--- src/rtl/exec_unit.sv ---
// Multi-cycle 8-bit execution unit: fetches operands from an external register
// file, executes one ALU operation and writes the result back.
module exec_unit (
    input  logic        clk,
    input  logic        rst,
    input  logic [15:0] instr,
    input  logic        instr_valid,
    output logic        instr_ready,
    output logic [2:0]  rf_addr,
    output logic        rf_rd,
    output logic        rf_wr,
    output logic [7:0]  rf_wdata,
    input  logic [7:0]  rf_rdata,
    output logic        done,
    output logic        illegal,
    output logic        zero_flag,
    output logic        carry_flag
);

    typedef enum logic [2:0] {S_IDLE, S_RDA, S_RDB, S_EXE, S_WB} state_t;

    localparam logic [3:0] OP_NOP = 4'h0, OP_ADD = 4'h1, OP_SUB = 4'h2,
                           OP_AND = 4'h3, OP_OR  = 4'h4, OP_XOR = 4'h5,
                           OP_NOT = 4'h6, OP_SHL = 4'h7, OP_SHR = 4'h8,
                           OP_MOV = 4'h9, OP_LDI = 4'hA;

    state_t      state_q, state_d;
    logic [15:0] instr_q, instr_d;
    logic [7:0]  a_q, a_d, b_q, b_d, res_q, res_d;
    logic        zero_q, zero_d, carry_q, carry_d;

    logic [3:0]  op;
    logic        is_wb_op, is_illegal, needs_read, accept;
    logic [7:0]  alu_res;
    logic        alu_c;

    assign op         = instr_q[15:12];
    assign is_wb_op   = (op != OP_NOP) && (op <= OP_LDI);
    assign is_illegal = (op > OP_LDI);
    assign needs_read = is_wb_op && (op != OP_LDI);
    assign accept     = (state_q == S_IDLE) && instr_valid;

    // B is live on rf_rdata during EXE; b_q only holds it afterwards.
    assign b_d = (state_q == S_EXE) ? rf_rdata : b_q;

    always_comb begin
        alu_res = 8'h00;
        alu_c   = 1'b0;
        case (op)
            OP_ADD:  {alu_c, alu_res} = {1'b0, a_q} + {1'b0, b_d};
            OP_SUB:  {alu_c, alu_res} = {1'b0, a_q} - {1'b0, b_d};
            OP_AND:  alu_res = a_q & b_d;
            OP_OR:   alu_res = a_q | b_d;
            OP_XOR:  alu_res = a_q ^ b_d;
            OP_NOT:  alu_res = ~a_q;
            OP_SHL:  {alu_c, alu_res} = {a_q, 1'b0};
            OP_SHR:  {alu_res, alu_c} = {1'b0, a_q};
            OP_MOV:  alu_res = a_q;
            OP_LDI:  alu_res = instr_q[7:0];
            default: alu_res = 8'h00;
        endcase
    end

    always_ff @(posedge clk or posedge rst) begin
        if (rst) begin
            state_q <= S_IDLE;
            instr_q <= 16'h0000;
            a_q     <= 8'h00;
            b_q     <= 8'h00;
            res_q   <= 8'h00;
            zero_q  <= 1'b0;
            carry_q <= 1'b0;
        end else begin
            state_q <= state_d;
            instr_q <= instr_d;
            a_q     <= a_d;
            b_q     <= b_d;
            res_q   <= res_d;
            zero_q  <= zero_d;
            carry_q <= carry_d;
        end
    end

    always_comb begin
        instr_d = accept ? instr : instr_q;
        a_d     = (state_q == S_RDB) ? rf_rdata : a_q;
        res_d   = res_q;
        zero_d  = zero_q;
        carry_d = carry_q;
        if (state_q == S_EXE && is_wb_op) begin
            res_d   = alu_res;
            zero_d  = (alu_res == 8'h00);
            carry_d = alu_c;
        end
    end

    always_comb begin
        state_d = state_q;
        case (state_q)
            S_IDLE: begin
                if (instr_valid) begin
                    if ((instr[15:12] != OP_NOP) && (instr[15:12] < OP_LDI))
                        state_d = S_RDA;
                    else
                        state_d = S_EXE;
                end
            end
            S_RDA:   state_d = S_RDB;
            S_RDB:   state_d = S_EXE;
            S_EXE:   state_d = S_WB;
            S_WB:    state_d = S_IDLE;
            default: state_d = S_IDLE;
        endcase
    end

    always_comb begin
        instr_ready = (state_q == S_IDLE);
        rf_rd       = 1'b0;
        rf_wr       = 1'b0;
        rf_addr     = 3'd0;
        rf_wdata    = 8'h00;
        done        = 1'b0;
        illegal     = 1'b0;
        case (state_q)
            S_RDA: begin
                rf_rd   = needs_read;
                rf_addr = instr_q[8:6];
            end
            S_RDB: begin
                rf_rd   = needs_read;
                rf_addr = instr_q[5:3];
            end
            S_WB: begin
                done    = 1'b1;
                illegal = is_illegal;
                if (is_wb_op) begin
                    rf_wr    = 1'b1;
                    rf_addr  = instr_q[11:9];
                    rf_wdata = res_q;
                end
            end
            default: ;
        endcase
    end

    assign zero_flag  = zero_q;
    assign carry_flag = carry_q;

endmodule

--- config.mk ---
export PLATFORM = sky130hd
export DESIGN_NAME = exec_unit
export DESIGN_NICKNAME = d
export VERILOG_FILES = /design/src/rtl/exec_unit.sv
export SDC_FILE = /design/constraint.sdc
export NUM_CORES = 1
export LEC_CHECK = 0
export BUFFER_PORTS_ARGS = -buffer_cell sky130_fd_sc_hd__buf_2
export CORE_MARGIN = 10
export CORE_UTILIZATION = 40
export CTS_BUF_LIST = sky130_fd_sc_hd__clkbuf_16
export CTS_CLUSTER_SIZE = 14
export DETAILED_ROUTE_END_ITERATION = 8
export PLACE_DENSITY = 0.64
export SYNTH_ARGS = -nofsm -noshare
export SYNTH_HDL_FRONTEND = slang
export SYNTH_SLANG_ARGS = --single-unit
--- constraint.sdc ---
create_clock -name clk -period 4.65 [get_ports clk]
set_input_delay 0.6975 -clock clk [delete_from_list [all_inputs] [get_ports clk]]
set_output_delay 0.6975 -clock clk [all_outputs]
set_load 0.02 [all_outputs]
## Yosys cells after proc, flatten, opt, wreduce, memory -nomap -nowiden

Cells that the tools add are included.

- Register bits: 45
- Latch bits: 0
- Memory bits (writable): 0
- Bits in read-only memories: 0
- Output and inout bits: 18
- Memories: 0

- Add/sub/neg operators: 2
- $mul: 0
- Divide/modulo/power cells: 0
- Magnitude comparators: 3
- Equality and inequality tests: 16
- Shift-type cells: 0
- Mux-type cells: 15
- Bitwise gates (word level): 4
- Reduce and logical (&&, ||, !) cells: 10

Operator list:

| cell | number |
|---|---|
| 8-bit case mux with 10 select lines | 1 |
| 8-bit two-way mux | 3 |
| 4-bit by 3-bit == test with 1-bit output, second input constant | 4 |
| 4-bit == test, second input constant | 3 |
| 3-bit case mux with 4 select lines | 1 |
| 8-bit by 8-bit adder with 9-bit output | 1 |
| 3-bit case mux with 3 select lines | 1 |
| 8-bit by 8-bit subtractor with 9-bit output | 1 |
| 8-bit bitwise AND | 1 |
| 4-bit by 2-bit == test with 1-bit output, second input constant | 2 |
| 8-bit zero test | 1 |
| 8-bit inverter | 1 |
| 8-bit bitwise OR | 1 |
| 4-bit nonzero test | 2 |
| 8-bit bitwise XOR | 1 |
| 3-bit by 2-bit == test with 1-bit output, second input constant | 2 |
| 3-bit two-way mux | 2 |
| 1-bit logical AND | 5 |
| 1-bit two-way mux | 5 |
| 4-bit by 1-bit == test with 1-bit output, second input constant | 1 |
| 4-bit greater-than comparator, second input constant | 1 |
| 4-bit <= comparator, second input constant | 1 |
| 4-bit less-than comparator, second input constant | 1 |
| 4-bit inequality test, second input constant | 1 |
| 7 further kinds | 7 |

## Longest topological paths before layout

Gate-level depths: netlist (run 1).

- Depth after elaboration: 5
- Mapped depth: 15
- Gate-level depth less buffers: 13

## Worst setup path after synthesis (run 1)

OpenSTA, ideal clock, no wires.

- Kind: reg-to-reg
- Start point: reg state_q[1]
- End point: reg zero_q, in the netlist zero_flag
- Arrival: 2,979 ps
- Required time: 4,584 ps
- Setup slack: 1,606 ps
- Stages on the path, launching flop included: 15
- Cells stage by stage: dfrtp_1 > buf_2 > nand3b_2 > clkinv_1 > nand2_1 > nand2_1 > ha_1 > fa_1 > o21bai_1 > a21oi_1 > o311a_1 > a221o_1 > a21oi_1 > and2_1 > a32o_2

- Longest elaborated chain between the ends: 5
- Elaborated cells between the ends (all ways): 10

Ends and longest elaborated chain:

| element | RTL line | RTL |
|---|---|---|
| start, declared | 27 | `state_t state_q, state_d;` |
| start signal, assigned | 74 | `state_q <= state_d;` |
| 3-bit by 2-bit == test with 1-bit output (*) | 44 | `assign b_d = (state_q == S_EXE) ? rf_rdata : b_q;` |
| 8-bit two-way mux (*) | 44 |  |
| net b_d[0] | 29 | `logic [7:0] a_q, a_d, b_q, b_d, res_q, res_d;` |
| 8-bit by 8-bit subtractor with 9-bit output, or another cell as far along | 51 | `OP_SUB: {alu_c, alu_res} = {1'b0, a_q} - {1'b0, b_d};` |
| 8-bit case mux with 10 select lines (*) | 49 | `case (op)` |
| 8-bit zero test (*) | 92 | `zero_d = (alu_res == 8'h00);` |
| end signal, assigned | 79 | `zero_q <= zero_d;` |
| end, declared | 30 | `logic zero_q, zero_d, carry_q, carry_d;` |

Mark *: on every way through the listed nets, which the timed path passes. The rest lies on a longest branch.
A chain may end at the register's enable or synchronous reset.

## Worst setup path after layout (run 1)

- Start point: reg state_q[2]
- End point: reg zero_q, in the netlist zero_flag

Same word-level chain as after synthesis.

==> results of run 1 <==
-- critical path, stage by stage, from the launching register on --
cell,delay (ps)
dfrtp_1,450
nand3b_2,300
clkinv_1,360
nand2_1,160
nand2_1,110
ha_1,230
fa_1,430
o21bai_1,170
a21oi_1,120
o311a_1,340
a221o_1,330
a21oi_1,210
and2_1,150
a32o_2,140
-- registers in the layout, summed over array words and instances (netlist names) --
| signal | count |
|---|---|
| b_q | 8 |
| zero_flag | 1 |
| state_q | 3 |
| instr_q | 16 |
| res_q | 8 |
| carry_flag | 1 |
| a_q | 8 |
-- layout by cell type, fill, tap and decap left out, types with 6 or more instances in the layout --
| cell type | count |
|---|---|
| nor2b_1 | 6 |
| nand2b_1 | 6 |
| nor3_1 | 15 |
| mux2i_1 | 9 |
| a21oi_1 | 18 |
| mux2_2 | 15 |
| o221ai_1 | 7 |
| nor2_1 | 26 |
| nand2_1 | 43 |
| dfrtp_1 | 45 |
| a22oi_1 | 6 |
| buf_2 | 44 |
| ha_1 | 24 |
| o21ai_0 | 20 |
| inv_1 | 27 |
| and2_1 | 12 |
-- cells in the mapped netlist (all sizes together) (6+ instances only) --
cell type	n	area, um2
a21oi	18	90.1
a22oi	6	45.0
and2	12	75.1
buf	15	109
clkbuf	10	37.5
dfrtp	45	1130
ha	24	300
inv	29	109
mux2	15	169
mux2i	9	90.1
nand2	43	161
nand2b	6	37.5
nor2	26	97.6
nor2b	6	37.5
nor3	18	105
o21ai	22	110
o221ai	7	61.3
-- stage by stage --
step / power, uW / cells / util / hold slack [ps] / setup slack (ps)
after CTS: 3420 / 526 / 0.464 / 491 / 1080
after floorplan: 2460 / 391 / - / 456 / 1610
after global placement: 2980 / 518 / 0.443 / 473 / 1190
final: 3440 / 526 / 0.464 / 487 / 1080
after detailed placement: 2990 / 518 / 0.443 / 476 / 1120
after global routing: 3730 / 526 / 0.464 / 513 / 785
-- cells by family after synthesis --
| family | count (synthesis) | synth area share |
|---|---|---|
| AOI/OAI and AO/OA | 106 | 0.221 |
| xor gates and xnor gates | 2 | 0.00509 |
| adders and majority gates | 26 | 0.0988 |
| buffers and inverters | 55 | 0.0752 |
| DFF | 45 | 0.327 |
| muxes | 24 | 0.0752 |
| and+or+nand+nor | 133 | 0.198 |
-- per-layer routing --
layer  part of all wire  track usage  up-vias
li1                   -            -     1465
met1               0.45        0.189     1456
met3              0.077       0.0460       33
met5                  0            0        -
met4              0.040       0.0736        0
met2               0.43        0.244      139
-- cell type report --
| class | count | area share |
|---|---|---|
| Clock inverter | 3 | 0.0123 |
| Timing Repair Buffer | 47 | 0.0630 |
| Clock buffer | 5 | 0.0325 |
| Tap cell | 105 | 0.0341 |
| Multi-Input combinational cell | 291 | 0.536 |
| Sequential cell | 45 | 0.292 |
| Inverter | 30 | 0.0292 |
-- power breakdown --
group	internal (uW)	total, uW	switching (uW)
Sequential	583	838	254
Combinational	866	2180	1310
Clock	258	424	167
-- worst paths after layout --
check,end,slack (ps),cells after the start
min in group asynchronous,instr_q[11],610,2
max,zero_flag,1080,13
min reg2reg,res_q[2],490,1
min,res_q[2],490,1
max reg2reg,zero_flag,1080,13
max in group asynchronous,a_q[4],3410,2
==> results.py, run 1 <==
metrics = {
    "run_status": {
        "outcome": "finished clean",
    },
    "finish": {
        "n_antenna_cell": 0,
        "regArea_um2": 1130,
        "area_delta_synth_final_pct": 11.8,
        "final_cell_area_um2": 3850,
        "layout-drive-gt1-share": 0.200,
        "num-nets-final": 473,
        "multi_input_area_um2": 2060,
        "fillers": 807,
    },
    "timing": {
        "hold_viol_final": 0,
        "setup_viol": 0,
        "grt_setup_unrepaired": "no",
        "clock_skew_ps": 7.93,
        "fmax_mhz": 280,
        "setup_tns_ps": 0,
        "finalCritPeriodShare": 0.767,
        "slew_headroom": 0.199,
        "drv_slew": 0,
        "layout_min_cycle_time_ps": 3570,
        "tightest_slew_ps": 1200,
    },
    "logic_synthesis": {
        "async_flop_share": 1.00,
        "ys_types": 65,
        "synthFlopType": "dfrtp_1",
        "syn_inst": 391,
        "yosysWarnings": 0,
        "synth-edff-count": 0,
        "synth-seq-cells": 45,
        "syn_area_um2": 3440,
        "avgSynthCellArea_um2": 8.81,
        "synth_nets": 444,
        "ys_seq_area_frac": 0.327,
    },
    "grt": {
        "grt_max_degree": 46,
        "grt_pass1_wl_mm": 16.4,
        "track_usage": 0.155,
        "grt-ovfl-total": 0,
        "antenna_found_initial": 0,
        "grt_pass1_vias": 3191,
    },
    "floorplanning": {
        "fp.dieH_um": 113,
        "start_util": 0.415,
        "die_w_um": 113,
        "num_rows": 33,
        "die-area_um2": 12700,
        "io_pins": 45,
        "core_um2": 8300,
    },
    "placement": {
        "placed_area_um2": 3680,
        "portBuffers": 44,
        "dp_hpwl_mm": 7.60,
        "gp_congestion": 0.965,
    },
    "clock_network": {
        "holdBufCountCts": 0,
        "cts_tree": "done",
        "clk_pin_slew_ps": 70,
        "numCtsBuffers": 5,
        "insertion_delay_ps": 290,
        "post-cts-setup-buffers": 0,
        "clockBufferDepth": 2,
        "htreeDepth": 2,
        "cts_resized": 0,
        "cts_root_buf": "clkbuf_16",
        "clock-sinks": 45,
    },
    "detailed_routing": {
        "routedWlPerCell_um": 19.2,
        "ant_nets": 0,
        "drtPass1Iterations": 5,
        "drt_first_iter_violations": 262,
        "drc": 0,
        "num_vias": 3093,
        "viasPerCell": 5.88,
        "wl_mm": 10.1,
    },
    "pwr": {
        "ir_drop_mv": 0.342,
        "power_density_nw_per_um2": 894,
        "leakagePower_uw": 0.00174,
    },
    "setup_path": {
        "worstPathArrival_ps": 3800,
        "worstPathRequired_ps": 4880,
        "startpoint_type": "register",
        "path_class": "register to register",
        "worstReg2RegStart": "state_q[2]",
        "crit_path_start": "state_q[2]",
        "critPathMaxFanout": 10,
        "worstSetupEndpointType": "register",
    },
    "job": {
        "drv_cap": 0,
    },
    "worst_hold_path": {
        "min_from": "res_q[2]",
        "hold_class": "register to register",
    },
}
(Power assumes the default switching activity.)
==> run 2, diff against run 1 <==
Clock period 4.65 ns to 3.6 ns, I/O delays scaled along.
==> results.py, run 2 (synthesized netlist as in run 1, its figures left out) <==
metrics = {
    "grt": {
        "antenna_found_initial": 0,
        "grt_max_degree": 46,
        "grt-ovfl-total": 0,
        "grt_pass1_vias": 3197,
        "grt_pass1_wl_mm": 16.9,
        "track_usage": 0.160,
    },
    "finish": {
        "top_register": "instr_q",
        "final_cell_area_um2": 3880,
        "final_cell_mix": "dfrtp_1 (45), buf_2 (44), nand2_1 (43)",
        "fillers": 810,
        "final_common_cell": "dfrtp_1",
        "final_core_utilization": 0.467,
        "area_delta_synth_final_pct": 12.5,
        "num-nets-final": 480,
        "layout-drive-gt1-share": 0.210,
        "largest_reg_flops": 16,
        "n_antenna_cell": 0,
    },
    "floorplanning": {
        "core_um2": 8300,
        "fp.dieH_um": 113,
        "start_util": 0.415,
        "num_rows": 33,
        "die_w_um": 113,
        "io_pins": 45,
        "die-area_um2": 12700,
    },
    "detailed_routing": {
        "routedWlPerCell_um": 19.1,
        "ant_nets": 0,
        "drc": 0,
        "drtPass1Iterations": 4,
        "drt_first_iter_violations": 285,
        "wl_mm": 10.2,
        "viasPerCell": 5.82,
        "num_vias": 3102,
    },
    "setup_path": {
        "worstPathArrival_ps": 3500,
        "path_cells": "nand3b_2 -> clkinv_1 -> nand2_1 -> nand2_1 -> inv_1 -> ha_1 -> a211oi_1 -> or3_1 -> a21oi_1 -> a221o_1 -> a221oi_1 -> and2_1 -> a32o_2",
        "crit_path_frequent_cell": "nand2_1",
        "path_class": "register to register",
        "startpoint_type": "register",
        "critPathMaxFanout": 7,
        "worstPathRequired_ps": 3830,
        "crit_slowest_cell": "dfrtp_1",
        "rrSetupSlack_ps": 320,
        "worstSetupEndpointType": "register",
        "crit_path_max_incr_delay_ps": 440,
    },
    "timing": {
        "setup_tns_ps": 0,
        "drv_slew": 0,
        "hold_viol_final": 0,
        "finalCritPeriodShare": 0.910,
        "slew_headroom": 0.349,
        "fmax_mhz": 305,
        "tightest_slew_ps": 975,
        "layout_min_cycle_time_ps": 3280,
        "clock_skew_ps": 3.12,
        "grt_setup_unrepaired": "no",
        "setup_viol": 0,
    },
    "clock_network": {
        "clk_pin_slew_ps": 70,
        "cts_root_buf": "clkbuf_16",
        "clockBufferDepth": 2,
        "htreeDepth": 2,
        "numCtsBuffers": 5,
        "holdBufCountCts": 0,
        "clock-sinks": 45,
        "post-cts-setup-buffers": 0,
        "cts_resized": 0,
        "insertion_delay_ps": 290,
        "cts_tree": "done",
    },
    "worst_hold_path": {
        "hold_class": "primary input to register",
    },
    "job": {
        "drv_cap": 0,
    },
    "pwr": {
        "ir_drop_mv": 0.470,
        "power_density_nw_per_um2": 1140,
        "leakagePower_uw": 0.00176,
    },
    "placement": {
        "dp_hpwl_mm": 7.84,
        "gp_congestion": 0.966,
        "portBuffers": 44,
        "placed_area_um2": 3730,
    },
    "run_status": {
        "outcome": "finished clean",
    },
}
run 2: cell count changes in the layout (fill, tap and decap cells not counted):
cell       delta
clkinv_4      +1
buf_4         +7
bufinv_16     -1
inv_6         -1
clkinv_1      +1
run 2: stage by stage:
step / power (uW) / hold slack, ps / instances / worst slack (ps)
finish: 4420 / 473 / 533 / 324
global placement: 3880 / 479 / 525 / 460
global route: 4820 / 477 / 533 / 119
CTS: 4410 / 477 / 533 / 363
floorplan: 3180 / 456 / 391 / 556
detailed placement: 3920 / 475 / 525 / 393
run 2: cell type report:
| cell class | instances | area (um2) | area share |
|---|---|---|---|
| well taps | 105 | 131 | 0.0339 |
| inverters | 30 | 113 | 0.0291 |
| multi-input cells | 291 | 2060 | 0.533 |
| repair buffers | 54 | 295 | 0.0762 |
| clock inverters | 3 | 21.3 | 0.00549 |
| clock buffers | 5 | 125 | 0.0323 |
| flip-flops and latches | 45 | 1130 | 0.291 |
run 2: worst paths after layout:
check / from / to / cells past startpoint
setup / recovery: state_q[2] / zero_flag / 13
hold / removal: rf_rdata[6] / a_q[6] / 3
setup reg to reg: state_q[2] / zero_flag / 13
hold reg to reg: res_q[2] / res_q[2] / 1
max in group asynchronous: rst / a_q[6] / 2
min in group asynchronous: rst / instr_q[0] / 2
run 2: metal layers:
metal,track usage,part of all wire,up-vias
met2,0.247,0.45,121
met3,0.0391,0.076,18
met4,0.0474,0.020,0
met1,0.214,0.46,1476
met5,0,0,-
li1,-,-,1487
run 2: worst max-delay path: cells and delay by family, from the launching register on:
kind / cells / cell delay (ps)
flip-flops: 1 / 440
adder cells (fa/ha/maj): 1 / 310
AND/OR/NAND/NOR: 5 / 940
AO/OA/AOI/OAI: 5 / 1340
buffers and inverters: 2 / 190
run 2: report_power, final:
part	internal [uW]	switching [uW]	total, uW
registers	755	304	1060
clock network	259	206	465
logic	1160	1730	2890
